File: src/rtl/usb_data_buffer.sv
// usb_data_buffer: shared endpoint byte FIFO between the AHB-lite register block and the USB
// RX/TX packet engines. First-word fall-through head, live occupancy, sticky error flags.
//
// Ports:
//   clk, n_rst            clock, asynchronous active-low reset
//   clear                 synchronous flush of pointers, count and error flags
//   store_tx_data/tx_data AHB-side push request and byte
//   get_rx_data/rx_data   AHB-side pop request and head byte
//   store_rx_packet_data/rx_packet_data  USB-RX push request and byte
//   get_tx_packet_data/tx_packet_data    USB-TX pop request and head byte
//   buffer_occupancy/empty/full          status derived from the registered count
//   overflow_err/underflow_err           sticky flags for dropped pushes / ignored pops
module usb_data_buffer #(
  parameter int unsigned DEPTH = 64
) (
  input  logic                     clk,
  input  logic                     n_rst,
  input  logic                     clear,
  input  logic                     store_tx_data,
  input  logic [7:0]               tx_data,
  input  logic                     get_rx_data,
  output logic [7:0]               rx_data,
  input  logic                     store_rx_packet_data,
  input  logic [7:0]               rx_packet_data,
  input  logic                     get_tx_packet_data,
  output logic [7:0]               tx_packet_data,
  output logic [$clog2(DEPTH):0]   buffer_occupancy,
  output logic                     buffer_empty,
  output logic                     buffer_full,
  output logic                     overflow_err,
  output logic                     underflow_err
);

  localparam int unsigned PtrW = $clog2(DEPTH);
  localparam int unsigned OccW = PtrW + 1;
  localparam logic [PtrW-1:0] PtrOne  = PtrW'(1);
  localparam logic [OccW-1:0] OccFull = OccW'(DEPTH);

  logic [7:0]      mem [DEPTH];
  logic [PtrW-1:0] wptr_q, wptr_d;
  logic [PtrW-1:0] rptr_q, rptr_d;
  logic [OccW-1:0] count_q, count_d;
  logic            ovf_q, ovf_d;
  logic            unf_q, unf_d;

  logic       push, pop, push_acc, pop_acc, empty, full;
  logic [7:0] wdata, head;

  assign empty = (count_q == '0);
  assign full  = (count_q == OccFull);
  assign push  = store_rx_packet_data | store_tx_data;
  assign pop   = get_rx_data | get_tx_packet_data;
  // USB RX wins a same-cycle push collision; the AHB byte is dropped.
  assign wdata = store_rx_packet_data ? rx_packet_data : tx_data;

  assign pop_acc  = pop & ~empty;
  // A full FIFO still takes a push when a pop frees a slot in the same cycle.
  assign push_acc = push & (~full | pop_acc);

  always_comb begin
    wptr_d  = wptr_q;
    rptr_d  = rptr_q;
    count_d = count_q;
    ovf_d   = ovf_q;
    unf_d   = unf_q;
    if (clear) begin
      wptr_d  = '0;
      rptr_d  = '0;
      count_d = '0;
      ovf_d   = 1'b0;
      unf_d   = 1'b0;
    end else begin
      if (push_acc) wptr_d = wptr_q + PtrOne;
      if (pop_acc)  rptr_d = rptr_q + PtrOne;
      count_d = count_q + OccW'(push_acc) - OccW'(pop_acc);
      if ((store_rx_packet_data & store_tx_data) | (push & ~push_acc)) ovf_d = 1'b1;
      if (pop & empty) unf_d = 1'b1;
    end
  end

  always_ff @(posedge clk or negedge n_rst) begin
    if (!n_rst) begin
      wptr_q  <= '0;
      rptr_q  <= '0;
      count_q <= '0;
      ovf_q   <= 1'b0;
      unf_q   <= 1'b0;
    end else begin
      wptr_q  <= wptr_d;
      rptr_q  <= rptr_d;
      count_q <= count_d;
      ovf_q   <= ovf_d;
      unf_q   <= unf_d;
    end
  end

  // Storage has no reset; validity is tracked solely by the count.
  always_ff @(posedge clk) begin
    if (push_acc && !clear) mem[wptr_q] <= wdata;
  end

  assign head             = empty ? 8'h00 : mem[rptr_q];
  assign rx_data          = head;
  assign tx_packet_data   = head;
  assign buffer_occupancy = count_q;
  assign buffer_empty     = empty;
  assign buffer_full      = full;
  assign overflow_err     = ovf_q;
  assign underflow_err    = unf_q;

endmodule

File: config.mk
export PLATFORM = sky130hd
export DESIGN_NAME = usb_data_buffer
export DESIGN_NICKNAME = d
export VERILOG_FILES = /design/src/rtl/usb_data_buffer.sv
export SDC_FILE = /design/constraint.sdc
export NUM_CORES = 1
export LEC_CHECK = 0
export ABC_AREA = 1
export CORE_MARGIN = 3
export CORE_UTILIZATION = 45
export DETAILED_ROUTE_END_ITERATION = 10
export GPL_ROUTABILITY_DRIVEN = 0
export PLACE_DENSITY_LB_ADDON = 0.1
export SLEW_MARGIN = 20
export SYNTH_ARGS = -nofsm -noshare
export SYNTH_HDL_FRONTEND = slang
export SYNTH_SLANG_ARGS = --single-unit
File: constraint.sdc
create_clock -name clk -period 3.6 [get_ports clk]
set_input_delay 0.72 -clock clk [delete_from_list [all_inputs] [get_ports clk]]
set_output_delay 0.72 -clock clk [all_outputs]
set_load 0.02 [all_outputs]
Word level (Yosys, flattened, before mapping):

Memory sizes are Yosys's and may differ from the RTL's.
Cells that the tools add are included.

* output and inout port bits: 27
* bits in writable memories: 512
* bits of input ports: 23
* register bits after elaboration: 21
* memories: 1

Memories
* mem: depth 64, bits a word 8, rd ports 1, clocked after Yosys merged registers in 0, wr ports 1, RTL line 39 `logic [7:0] mem [DEPTH];`

* equal/unequal tests: 1
* muxes and demuxes: 13
* bitwise gates (word level): 12
* reduce and logical (&&, ||, !) cells: 7
* add/sub/neg operators: 4

Operators by type and width (count)
* 2-to-1 mux 6 bit: 4
* 2-to-1 mux 8 bit: 2
* adder 6 x 1 -> 6 bit (second input constant): 2
* nonzero test 2 bit: 4
* adder 7 x 1 -> 7 bit: 1
* equality test 7 bit (second input constant): 1
* logical NOT 7 bit: 1
* 2-to-1 mux 7 bit: 1
* subtractor 7 x 1 -> 7 bit: 1
* 2-to-1 mux 1 bit: 6
* AND 1 bit: 5
* bitwise OR 1 bit: 4
* NOT 1 bit: 3
* logical AND 1 bit: 1
* logical NOT 1 bit: 1

Depth between registers and ports, before layout:

* depth after elaboration: 10
* mapped depth: 19

Worst setup path before layout:

No wires, ideal clock.

* path kind: register to register
* start: reg count_q[2], in the netlist buffer_occupancy[2]
* end: reg count_q[6], in the netlist buffer_occupancy[6]
* arrival time: 2.926 ns
* cell stages (with the launch flop): 20
* path slack: 0.550 ns
* library setup time: 0.124 ns
* buffers on the path: 0
* cells stage by stage: dfrtp_1 > inv_1 > ha_1 > nor3b_2 > nand2_1 > nor2_1 > nand2_1 > nand2_4 > inv_1 > nand2_1 > nand2_1 > ha_1 > fa_1 > nand3_1 > nand3_1 > nand2_1 > a21oi_1 > nor2_1 > xor2_1 > nor2_1

* elaborated cells on any way between the ends: 10
* classes of those cells: add/sub: 2; eq/ne: 1; mux: 1; bitwise: 5; reduce/logical: 1

RTL lines
* start: declaration: RTL line 42 `logic [OccW-1:0] count_q, count_d;`
* start signal: assignment: RTL line 91 `count_q <= count_d;`
* equality test 7 bit: RTL line 50 `assign full = (count_q == OccFull);`
* via buffer_full: RTL line 29 `output logic buffer_full,`
* NOT 1 bit: RTL line 58 `assign push_acc = push & (~full | pop_acc);`
* bitwise OR 1 bit: RTL line 58
* AND 1 bit: RTL line 58
* adder 7 x 1 -> 7 bit: RTL line 75 `count_d = count_q + OccW'(push_acc) - OccW'(pop_acc);`
* subtractor 7 x 1 -> 7 bit: RTL line 75
* 2-to-1 mux 7 bit: RTL line 66 `if (clear) begin`
* via count_d[6]: RTL line 42

The timed path passes the listed nets, and every way through them passes these cells.
A chain may end at the register's enable or synchronous reset.

Worst setup path after layout:

* start: reg rptr_q[0]
* end: out tx_packet_data[2]

* longest elaborated chain between the ends: 2

Ends and longest elaborated chain
* start: declaration: RTL line 41 `logic [PtrW-1:0] rptr_q, rptr_d;`
* start signal: assignment: RTL line 90 `rptr_q <= rptr_d;`
* memory (64 x 8 bit)
* 2-to-1 mux 8 bit: RTL line 102 `assign head = empty ? 8'h00 : mem[rptr_q];`
* end: declaration: RTL line 26 `output logic [7:0] tx_packet_data,`

No other way between the ends.

==> flow_summary.toml <==
[outcome]
status = "complete, no violations"

[hold_path]
holdCritStartpoint = "underflow_err"
worstHoldEndpoint = "underflow_err"
hold_depth = 2
hp-class = "register to register"

[placement]
numPortBuffers = 49
place_inst = 2836
hpwlAfterDp_um = 36200
place_ws_ns = 0.0837

[synthesis]
yosysSeqAreaShare_pct = 69.3
syn_nets = 2144
synth_top_area_share_pct = 67.0
ys_ff_latch = 533
yosysWarnings = 0
synth_area_leader_cell = "edfxtp_1"
synthDistinctLibCells = 37
synth.cell_area_mm2 = 0.0229
syn_inst = 2110
synth.area.top_cells = "edfxtp_1, nand2_1, nand3_1, nor2_1, inv_1"
avgSynthCellArea_um2 = 10.9

[critical_path]
critical_path.startpoint = "rptr_q[0]"
reg2reg_depth = 17
reg2reg_to = "buffer_occupancy[6]"
setup.worst_path.end_class = "output port"
cp_max_fo = 48
crit_type = "register to output port"
rr_startpoint = "buffer_occupancy[2]"
critPathLaunchType = "register"
cp.arrival_ns = 2.80
rrSetupSlack_ns = 0.62
required_ns = 2.88

[clock_network]
cts_made_buffers = 56
clock_latency_ns = 0.61
cts-htree-levels = 2
cts_sinks = 533
cts_hold_buf = 0
cts.clk_slew.worst_paths_ns = 0.06
cts.path.max_buffers = 3
root_buffer = "clkbuf_16"
cts_tree = "done"

[floorplanning]
fp-row-count = 82
die_height_um = 232
fp.dieW_um = 232
core_mm2 = 0.0503
start_util_pct = 45.6
ios = 50
die_area_mm2 = 0.0537

[sta]
max_freq_mhz = 284
clock_skew_ns = 0.0165
slew_headroom_pct = 36.7
setup_viol = 0
slew_viol_final = 0
final-hold-violation-count = 0
finalSetupTns_ns = 0
min_period_ns = 3.52
rsz0062_at_grt = "true"
period_share_pct = 97.9
holdWs_ns = 0.504
setup_ws_ns = 0.0765
worst_pin_slew_ns = 0.949

[grt]
antenna_found_initial = 1
overflow = 0
grt_start_max_net_pins = 65
grt_pass1_wl_um = 94300
grt_usage_pct = 23.4
first_global_vias = 15300

[job]
maxCapViolCount = 0

[route]
wire_per_inst_um = 21.1
drc = 0
ant_nets = 0
wl_um = 62300
drt-vias-per-instance = 5.24
first_iter_violations = 1401
vias = 15500
drt_pass1_iterations = 6

[power_and_ir_drop]
p_leak_nw = 10.4
powerDensity_mw_per_mm2 = 657
ir_drop_v = 0.000469

[final_layout]
final_util_pct = 53.9
final_common_cell = "nand2_1"
diodes = 0
drive_gt1_share_pct = 13.4
nets = 2273
syn_to_final_growth_pct = 18.0
fin_cells = 2957
final_cell_mix = "nand2_1, edfxtp_1, nand3_1"
[logic make-up (layout without fill, tap and decap cells)]
| family | Yosys count | count (layout) | share of synthesized area, % |
|---|---|---|---|
| muxes | 8 | 8 | 0.393 |
| AOI/OAI and AO/OA | 132 | 132 | 2.91 |
| DFF | 533 | 533 | 69.3 |
| xor gates and xnor gates | 4 | 4 | 0.153 |
| buffers and inverters | 269 | 444 | 5.29 |
| and+or+nand+nor | 1153 | 1153 | 21.3 |
| adders and majority gates | 11 | 11 | 0.633 |
[power breakdown]
part | switching (W) | total [W] | leakage (nW) | internal (W)
sequential | 0.0000836 | 0.00702 | 4.88 | 0.00694
combinational | 0.00333 | 0.00522 | 4.66 | 0.00189
clock | 0.00241 | 0.00555 | 0.858 | 0.00314
total | 0.00581 | 0.0178 | 10.4 | 0.0120
[how the worst max path moves through the flow]
stage | depth (start not counted) | endpoint
after floorplan | 19 | buffer_occupancy[6]
after global placement | 11 | tx_packet_data[2]
after detailed placement | 10 | tx_packet_data[2]
after CTS | 10 | tx_packet_data[5]
after global routing | 10 | tx_packet_data[6]
final | 10 | tx_packet_data[2]
[through the flow]
step | power [W] | area [µm²]
floorplan | 0.0102 | 22900
global placement | 0.0118 | 24800
detailed placement | 0.0119 | 24800
CTS | 0.0178 | 27000
global route | 0.0186 | 27100
finish | 0.0178 | 27100
[cell type report]
| type | count | area (µm²) |
|---|---|---|
| clock buffer | 70 | 1500 |
| sequential | 533 | 15900 |
| timing repair buffer | 185 | 1980 |
| fill | 4399 | 23200 |
| multi-input combinational | 1308 | 6000 |
| clock inverter | 34 | 241 |
| timing repair inverter | 2 | 17.5 |
| inverter | 153 | 593 |
| tap | 672 | 841 |
[what timing repair did]
item                                    CTS  global route
pin swaps                                 9             5
endpoints found under the setup margin   16            16
gates cloned                              9             0
gates resized for setup                 102            28
buffers inserted                          8             0
hold endpoints to repair                  0             0
[flip-flops by register name, indices dropped and copies added (netlist names)]
register,flops
buffer_occupancy,7
underflow_err,1
overflow_err,1
wptr_q,6
rptr_q,6
mem,512
[Yosys cell counts, drive strengths merged]
library cell	number
nand2	606
edfxtp	512
nand3	277
nor2	254
inv	148
buf	85
o21ai	78
a21oi	51
clkbuf	31
dfrtp	21
ha	10
mux2	8
nand4	7
nor3	6
clkinv	5
o22ai	2
xnor2	2
xor2	2
a31oi	1
fa	1
nor3b	1
nor4	1
or2	1
[metal layers]
metal,part of all wire (%),global-route usage [%],wire length (µm),vias up
li1,-,-,-,7367
met1,44,32.4,27400,7548
met2,47,37.6,29100,469
met3,6.3,4.44,3920,100
met4,3.1,7.28,1910,2
met5,0.021,0,13,-
[worst max-delay path: stages, from the launching register on]
cell	delay, ns
dfrtp_4	0.52
buf_4	0.18
bufbuf_16	0.33
nand2_1	0.10
nand3_1	0.09
a21oi_2	0.24
nor2_1	0.08
nand2_1	0.08
nand3_2	0.13
a21oi_4	0.26
buf_6	0.16
Power figures use the tool's default switching activity.
